### src/rtl/deferred_check_pkg.sv
// Shared types for the deferred check array: per-channel FSM states and streak width.
package deferred_check_pkg;

  typedef enum logic [1:0] {
    StOk,
    StSuspect,
    StError
  } ch_state_e;

  localparam int unsigned StreakW = 8;

endpackage

### src/rtl/deferred_check_ch.sv
// One check channel: registered match/fail, saturating counters and the OK/SUSPECT/ERROR tracker.
module deferred_check_ch
  import deferred_check_pkg::*;
#(
  parameter int unsigned CNT_W       = 8,
  parameter int unsigned FAIL_THRESH = 3
) (
  input  logic             clk,
  input  logic             rst_n,
  input  logic             en,
  input  logic             signal_in,
  input  logic             expect_hi,
  input  logic             clr,
  output logic             match,
  output logic             fail,
  output logic [CNT_W-1:0] pass_cnt,
  output logic [CNT_W-1:0] fail_cnt,
  output logic             err
);

  localparam logic [CNT_W-1:0]   CntMax = '1;
  localparam logic [StreakW-1:0] Thresh = StreakW'(FAIL_THRESH);
  localparam logic [StreakW-1:0] One    = StreakW'(1);

  logic pass_chk, fail_chk;
  assign pass_chk = en & (signal_in == expect_hi);
  assign fail_chk = en & (signal_in != expect_hi);

  ch_state_e          state_q, state_d;
  logic [StreakW-1:0] streak_q, streak_d, streak_inc;
  logic [CNT_W-1:0]   pass_cnt_q, pass_cnt_d, fail_cnt_q, fail_cnt_d;
  logic               match_q, fail_q;

  assign streak_inc = streak_q + One;

  // State register
  always_ff @(posedge clk or negedge rst_n) begin
    if (!rst_n) begin
      state_q  <= StOk;
      streak_q <= '0;
    end else begin
      state_q  <= state_d;
      streak_q <= streak_d;
    end
  end

  // Next state; clr wins over any check on the same edge
  always_comb begin
    state_d  = state_q;
    streak_d = streak_q;
    if (clr) begin
      state_d  = StOk;
      streak_d = '0;
    end else begin
      unique case (state_q)
        StOk: begin
          if (fail_chk) begin
            streak_d = One;
            state_d  = (Thresh > One) ? StSuspect : StError;
          end
        end
        StSuspect: begin
          if (fail_chk) begin
            streak_d = streak_inc;
            if (streak_inc >= Thresh) state_d = StError;
          end else if (pass_chk) begin
            streak_d = '0;
            state_d  = StOk;
          end
        end
        StError: begin
          state_d = StError;
        end
        default: begin
          state_d  = StOk;
          streak_d = '0;
        end
      endcase
    end
  end

  // FSM outputs
  always_comb begin
    err = (state_q == StError);
  end

  always_comb begin
    pass_cnt_d = pass_cnt_q;
    fail_cnt_d = fail_cnt_q;
    if (clr) begin
      pass_cnt_d = '0;
      fail_cnt_d = '0;
    end else begin
      if (pass_chk && (pass_cnt_q != CntMax)) pass_cnt_d = pass_cnt_q + 1'b1;
      if (fail_chk && (fail_cnt_q != CntMax)) fail_cnt_d = fail_cnt_q + 1'b1;
    end
  end

  // Check results are reported even on a clr edge
  always_ff @(posedge clk or negedge rst_n) begin
    if (!rst_n) begin
      pass_cnt_q <= '0;
      fail_cnt_q <= '0;
      match_q    <= 1'b0;
      fail_q     <= 1'b0;
    end else begin
      pass_cnt_q <= pass_cnt_d;
      fail_cnt_q <= fail_cnt_d;
      match_q    <= pass_chk;
      fail_q     <= fail_chk;
    end
  end

  assign match    = match_q;
  assign fail     = fail_q;
  assign pass_cnt = pass_cnt_q;
  assign fail_cnt = fail_cnt_q;

endmodule

### src/rtl/deferred_check_array.sv
// Array of independent deferred check channels with a combined error interrupt.
module deferred_check_array
  import deferred_check_pkg::*;
#(
  parameter int unsigned N_CH        = 4,
  parameter int unsigned CNT_W       = 8,
  parameter int unsigned FAIL_THRESH = 3
) (
  input  logic                  clk,
  input  logic                  rst_n,
  input  logic [N_CH-1:0]       en,
  input  logic [N_CH-1:0]       signal_in,
  input  logic [N_CH-1:0]       expect_hi,
  input  logic                  clr,
  output logic [N_CH-1:0]       match,
  output logic [N_CH-1:0]       fail,
  output logic [N_CH*CNT_W-1:0] pass_cnt,
  output logic [N_CH*CNT_W-1:0] fail_cnt,
  output logic [N_CH-1:0]       err,
  output logic                  irq
);

  for (genvar i = 0; i < N_CH; i++) begin : g_ch
    deferred_check_ch #(
      .CNT_W      (CNT_W),
      .FAIL_THRESH(FAIL_THRESH)
    ) u_ch (
      .clk      (clk),
      .rst_n    (rst_n),
      .en       (en[i]),
      .signal_in(signal_in[i]),
      .expect_hi(expect_hi[i]),
      .clr      (clr),
      .match    (match[i]),
      .fail     (fail[i]),
      .pass_cnt (pass_cnt[i*CNT_W +: CNT_W]),
      .fail_cnt (fail_cnt[i*CNT_W +: CNT_W]),
      .err      (err[i])
    );
  end

  assign irq = |err;

endmodule

### config.mk
export PLATFORM = sky130hd
export DESIGN_NAME = deferred_check_array
export DESIGN_NICKNAME = d
export VERILOG_FILES = /design/src/rtl/deferred_check_pkg.sv /design/src/rtl/deferred_check_ch.sv /design/src/rtl/deferred_check_array.sv
export SDC_FILE = /design/constraint.sdc
export NUM_CORES = 1
export LEC_CHECK = 0
export ABC_AREA = 1
export ABC_CLOCK_PERIOD_IN_PS = 1950
export CORE_MARGIN = 8
export CORE_UTILIZATION = 45
export CTS_CLUSTER_DIAMETER = 30
export DETAILED_ROUTE_END_ITERATION = 10
export PLACE_DENSITY = 0.66
export SLEW_MARGIN = 20
export SYNTH_ARGS = -nofsm -noshare
export SYNTH_HDL_FRONTEND = slang
export SYNTH_SLANG_ARGS = --single-unit
### constraint.sdc
create_clock -name clk -period 1.95 [get_ports clk]
set_input_delay 0.195 -clock clk [delete_from_list [all_inputs] [get_ports clk]]
set_output_delay 0.195 -clock clk [all_outputs]
set_load 0.01 [all_outputs]
* Yosys cells after proc, flatten, opt, wreduce, memory -nomap -nowiden *
Index checks and enable logic that the tools add are counted.
W data, S select, Z words.

word-level totals
  register bits = 112
  output and inout port bits = 77
  word-level logic and storage cells = 177

operators by class
  $add $sub $neg = 12
  order comparisons = 4
  equality and inequality tests = 40
  muxes and demuxes = 60
  bitwise operators = 8
  reductions and logical operators = 29

operators by type and width
  operator               number
  $mux W8                32
  $add A8 B1 Y8 const B  12
  $pmux W8 S3            4
  $ne A8 B8 Y1 const B   8
  $mux W2                20
  $ge A8 B2 Y1 const B   4
  $pmux W2 S3            4
  $reduce_and A3 Y1      8
  $ne A4 B2 Y1 const B   4
  $ne A4 B4 Y1 const B   4
  $reduce_bool A2 Y1     8
  $ne A3 B2 Y1 const B   4
  $and A1 B1 Y1          8
  $eq A2 B1 Y1 const B   4
  $eq A2 B2 Y1 const B   4
  $logic_and A1 B1 Y1    8
  $logic_not A2 Y1       4
  $ne A2 B2 Y1 const B   4
  $eq A1 B1 Y1           4
  $ne A1 B1 Y1           4
  $reduce_or A4 Y1       1

* Longest topological paths before layout *
  word-level depth = 6
  gate-level depth with buffers = 11
  depth with buffers taken out = 11

* Cells and area by module *
Synthesis repeated with hierarchy kept, for this count alone.

unflattened totals
  cell total of the unflattened synthesis = 836
  area total of the unflattened synthesis = 6,518.8 µm²

by module, submodules not included
  module                                 instances  cells an instance  area each (µm²)  sequential area each (µm²)
  deferred_check_ch at g_ch[0].u_ch ...  2          209                1,606.5          700.7
  deferred_check_ch at g_ch[3].u_ch      1          213                1,649.1          700.7
  deferred_check_ch at g_ch[2].u_ch      1          202                1,645.3          700.7
  deferred_check_array                   1          3                  11.3             0.0

* Worst setup path after synthesis *
Ideal clock, no wire load.

  path kind = register -> register
  start = register g_ch[1].u_ch.fail_cnt_q[0]
  end = register g_ch[1].u_ch.fail_cnt_q[2]
  library setup time = 121 ps
  data arrival time = 1,387 ps
  required time = 1,829 ps
  path slack = 442 ps
  cell stages (with the launch flop) = 11
  path buffers = 0
  period minus slack after synthesis = 1,508 ps
  path through = dfrtp_1 -> ha_1 -> nand2_1 -> nor2_1 -> inv_2 -> nor2_2 -> nand2_1 -> nand2_4 -> nand2_2 -> a21oi_1 -> nor2_1

on the way
  longest elaborated chain between the ends = 3
  elaborated cells on any way between the ends = 6
  those cells by class = 1 x add/sub; 1 x eq/ne; 2 x mux; 2 x reduce/logical

RTL lines
  element                                                line                      text
  start, declared                                        deferred_check_ch.sv:31   logic [CNT_W-1:0] pass_cnt_q, pass_cnt_d, fail_cnt_q, fail_cnt_d;
  start signal, assigned                                 deferred_check_ch.sv:108  fail_cnt_q <= fail_cnt_d;
  $add A8 B1 Y8 / $ne A8 B8 Y1 (equally long branches)   deferred_check_ch.sv:95   if (fail_chk && (fail_cnt_q != CntMax)) fail_cnt_d = fail_cnt_q + 1'b1;
  $mux W8 / $logic_and A1 B1 Y1 (equally long branches)  deferred_check_ch.sv:95
  $mux W8 / $reduce_bool A2 Y1 (equally long branches)   n/a

Parallel ways exist; a longest one is shown, timed or not. The select of a mux whose other input is x is not followed.
A chain may end at the register's enable or synchronous reset.

* Worst setup path in the final report *
  start = register g_ch[3].u_ch.state_q[1]
  end = output err[3]

on the way
  longest elaborated chain between the ends = 1

RTL lines
  element                 line                        text
  start, declared         deferred_check_ch.sv:29     ch_state_e state_q, state_d;
  start signal, assigned  deferred_check_ch.sv:39     state_q <= StOk;
  start signal, assigned  deferred_check_ch.sv:42     state_q <= state_d;
  $eq A2 B2 Y1            deferred_check_ch.sv:84     err = (state_q == StError);
  end, declared           deferred_check_array.sv:19  output logic [N_CH-1:0] err,

Every way passes these cells.

==> flow_summary.toml <==
[clock_network]
cts_root_buf = "clkbuf_16"
path_clk_slew_ns = 0.07
clk_latency_ns = 0.36
clock_path_buffers = 2
htreeDepth = 3
tritoncts = "done"
cts_buffers = 9
cts_sinks = 112

[timing]
slew_headroom = 0.5977
min_period_over_period = 0.9465
setup_viol = 0
finalHoldViolations = 0
finClkSkew_ns = 0.01249
tightest_slew_ns = 0.6034
min_period_ns = 1.846
rsz0062_at_grt = "no"
holdWs_ns = 0.2700
maxSlewViolCount = 0
max_freq_mhz = 541.8
tns_ns = 0

[floorplan]
die_h_um = 136.7
start_util = 0.4565
coreArea_mm2 = 0.01437
fp.dieW_um = 136.7
placement_rows = 44
pin_count = 92
dieArea_mm2 = 0.01870

[placement]
placed_cell_area_mm2 = 0.007656
io_buffers = 91
hpwl_mm = 11.31
routabilityCongestion = 0.8443

[route]
drcViolationCount = 0
drtPass1Iterations = 5
first_iter_violations = 329
num_vias = 5785
routed_wl_mm = 15.31
antenna_left = 0
wl_per_cell_um = 13.18
vias_per_cell = 4.983

[synthesis]
synth_top_area_frac = 0.4272
synth_fp_nets = 910
syn_inst = 879
ys_warn_count = 0
synth_cell_types = 39
ys_async_sr_fraction = 1.000
yosys-top-cells-area = "dfrtp_1 43%, nand2_1 13%, inv_1 6.1%"
synth_area_mm2 = 0.006560
avgSynthCellArea_um2 = 7.463
synth_edf_count = 0
synthFlopType = "dfrtp_1"
synth_top_area_cell = "dfrtp_1"
seq_area_frac_synth = 0.4272
synth_seq_cells = 112

[pwr]
p_per_area_mw_per_mm2 = 691.7
leakage_nw = 3.690
p_total_mw = 5.540
ir_drop_mv = 0.5720

[global_routing]
grt_pass1_wl_mm = 25.93
antenna_found_initial = 0
grt_start_max_net_pins = 113
overflow = 0
grt_pass1_vias = 5565
met1_usage = 0.2194
grt_usage = 0.1708
grt_util_met3 = 0.04112
grt-busiest-layer = "met2"
met2_usage = 0.2833

[setup_path]
endpoint = "err[3]"
setup.worst_path.class = "flop to output port"
r2r_start = "g_ch[1].u_ch.fail_cnt[1]"
setup.worst_path.start_class = "flop"
ff2ff_path_depth = 10
r2r-end = "g_ch[1].u_ch.fail_cnt[2]"
r2r_setup_slack_ns = 0.21
cp_max_fo = 3
cp.arrival_ns = 1.65
cpMaxStageDelayCell = "clkdlybuf4s50_1"
path_cells = "inv_1 -> nor2_1 -> buf_4 -> clkdlybuf4s50_1"
cp-startpoint = "g_ch[3].u_ch.state_q[1]"
max_stage_delay_ns = 0.53
end_kind = "output port"
cp.required_ns = 1.75

[layout]
multiInputGateArea_mm2 = 0.003146
final_core_util = 0.5574
n_fill_cell = 1349
fin_nets = 1003
area_growth_pct = 22.09
design_area_mm2 = 0.008009
antenna_cells = 0
drive_above_1_share = 0.09007
seq_area_mm2 = 0.002803

[min_path]
hold_class = "input pin to flop"

[flow_run]
drv_cap = 0

[status]
status = "finished clean"
kinds of logic (layout without fill, tap and decap cells):
| group | Yosys count | after routing | share of synthesized area |
|---|---|---|---|
| AOI/OAI and AO/OA | 109 | 109 | 0.09308 |
| xor gates and xnor gates | 23 | 23 | 0.03071 |
| adders and majority gates | 16 | 16 | 0.03052 |
| buffers and inverters | 145 | 243 | 0.09403 |
| DFF | 112 | 112 | 0.4272 |
| and+or+nand+nor | 474 | 474 | 0.3244 |
per-layer routing:
metal	wire [µm]	vias to the layer above
met5	0	-
met4	170	0
met3	758	13
met2	7111	100
met1	7265	2670
li1	-	3002
layout by cell type (no fill, tap or decap), types with 3 or more instances in the layout:
cell type / Yosys / layout
inv_2: 12 / 12
o21ai_1: 33 / 33
nand2_2: 12 / 12
nand4_1: 22 / 22
nor2_2: 4 / 6
o21ai_0: 31 / 31
xnor2_1: 3 / 3
inv_1: 107 / 107
nand3_1: 68 / 68
clkdlybuf4s50_1: 0 / 88
nand2_1: 231 / 231
buf_4: 12 / 12
clkinv_2: 1 / 3
o22ai_1: 13 / 13
dfrtp_1: 112 / 112
nor3_1: 12 / 12
nor2_4: 10 / 10
a21oi_2: 5 / 5
nor2_1: 102 / 100
o31ai_1: 6 / 6
xor2_1: 20 / 20
ha_1: 16 / 16
clkbuf_16: 0 / 9
a21oi_1: 16 / 16
synth_stat cells (2+ instances only):
cell type,count
o31ai_1,6
nor2_4,10
a21oi_1,16
xor2_1,20
nor3_2,2
nor2_2,4
nand4_1,22
xnor2_1,3
inv_2,12
buf_4,12
nor3_1,12
nand2_4,2
o22ai_1,13
or2_2,2
o21bai_1,2
nand2_1,231
nand2_2,12
inv_1,107
nand3b_1,2
o21ai_1,33
ha_1,16
dfrtp_1,112
nor2_1,102
nand3_1,68
buf_1,3
a21oi_2,5
nor3b_1,2
o21ai_0,31
inv_4,2
buf_2,5
buf_6,2
critical path, delay by kind of cell (launching register included):
| kind | cells | cell delay, ns |
|---|---|---|
| and+or+nand+nor | 1 | 0.14 |
| buffers and inverters | 3 | 0.74 |
| DFF | 1 | 0.42 |
worst min path at each step:
stage / startpoint / to / slack, ns / depth (start not counted)
5_1_grt: clr / g_ch[0].u_ch.fail_cnt[3] / 0.28 / 2
6_report: clr / g_ch[0].u_ch.fail_cnt[3] / 0.27 / 2
2_1_floorplan: rst_n / g_ch[0].u_ch.fail / -0.10 / 0
3_5_place_dp: rst_n / g_ch[3].u_ch.streak_q[6] / 0.33 / 2
3_3_place_gp: rst_n / g_ch[3].u_ch.streak_q[6] / 0.33 / 2
4_1_cts: clr / g_ch[0].u_ch.fail_cnt[3] / 0.26 / 2
through the flow:
step | std cells | setup WS [ns]
6_report | 1161 | 0.1043
2_1_floorplan | 879 | 0.4418
4_1_cts | 1161 | 0.05824
3_5_place_dp | 1143 | 0.1397
3_3_place_gp | 1143 | 0.2097
5_1_grt | 1161 | 0.02432
repair_timing:
action | 4_1_cts | 5_1_grt
buffers inserted | 1 | 0
pin swaps | 0 | 0
resized for setup | 2 | 1
hold endpoints to repair | 112 | 0
endpoints found under the setup margin | 1 | 1
hold buffers | 1 | 0
power breakdown:
| group | total, mW | leakage [nW] | switching (mW) | internal (mW) |
|---|---|---|---|---|
| clock network | 2.05 | 0.165 | 0.857 | 1.20 |
| logic | 0.934 | 1.99 | 0.558 | 0.375 |
| registers | 2.55 | 1.54 | 0.129 | 2.43 |
| total | 5.54 | 3.69 | 1.54 | 4.00 |
sequential cells by signal, indices dropped and copies added, names as in the netlist:
| name | cells |
|---|---|
| g_ch.u_ch.state_q | 8 |
| g_ch.u_ch.streak_q | 32 |
| g_ch.u_ch.fail | 4 |
| g_ch.u_ch.match | 4 |
| g_ch.u_ch.fail_cnt | 32 |
| g_ch.u_ch.pass_cnt | 32 |
final cells by class:
type,instances,area share
Clock buffer,11,0.03156
Sequential cell,112,0.3499
Inverter,122,0.05796
Clock inverter,5,0.009842
Timing Repair Buffer,105,0.1292
Tap cell,184,0.02875
Multi-Input combinational cell,622,0.3928
Power figures use the tool's default switching activity.
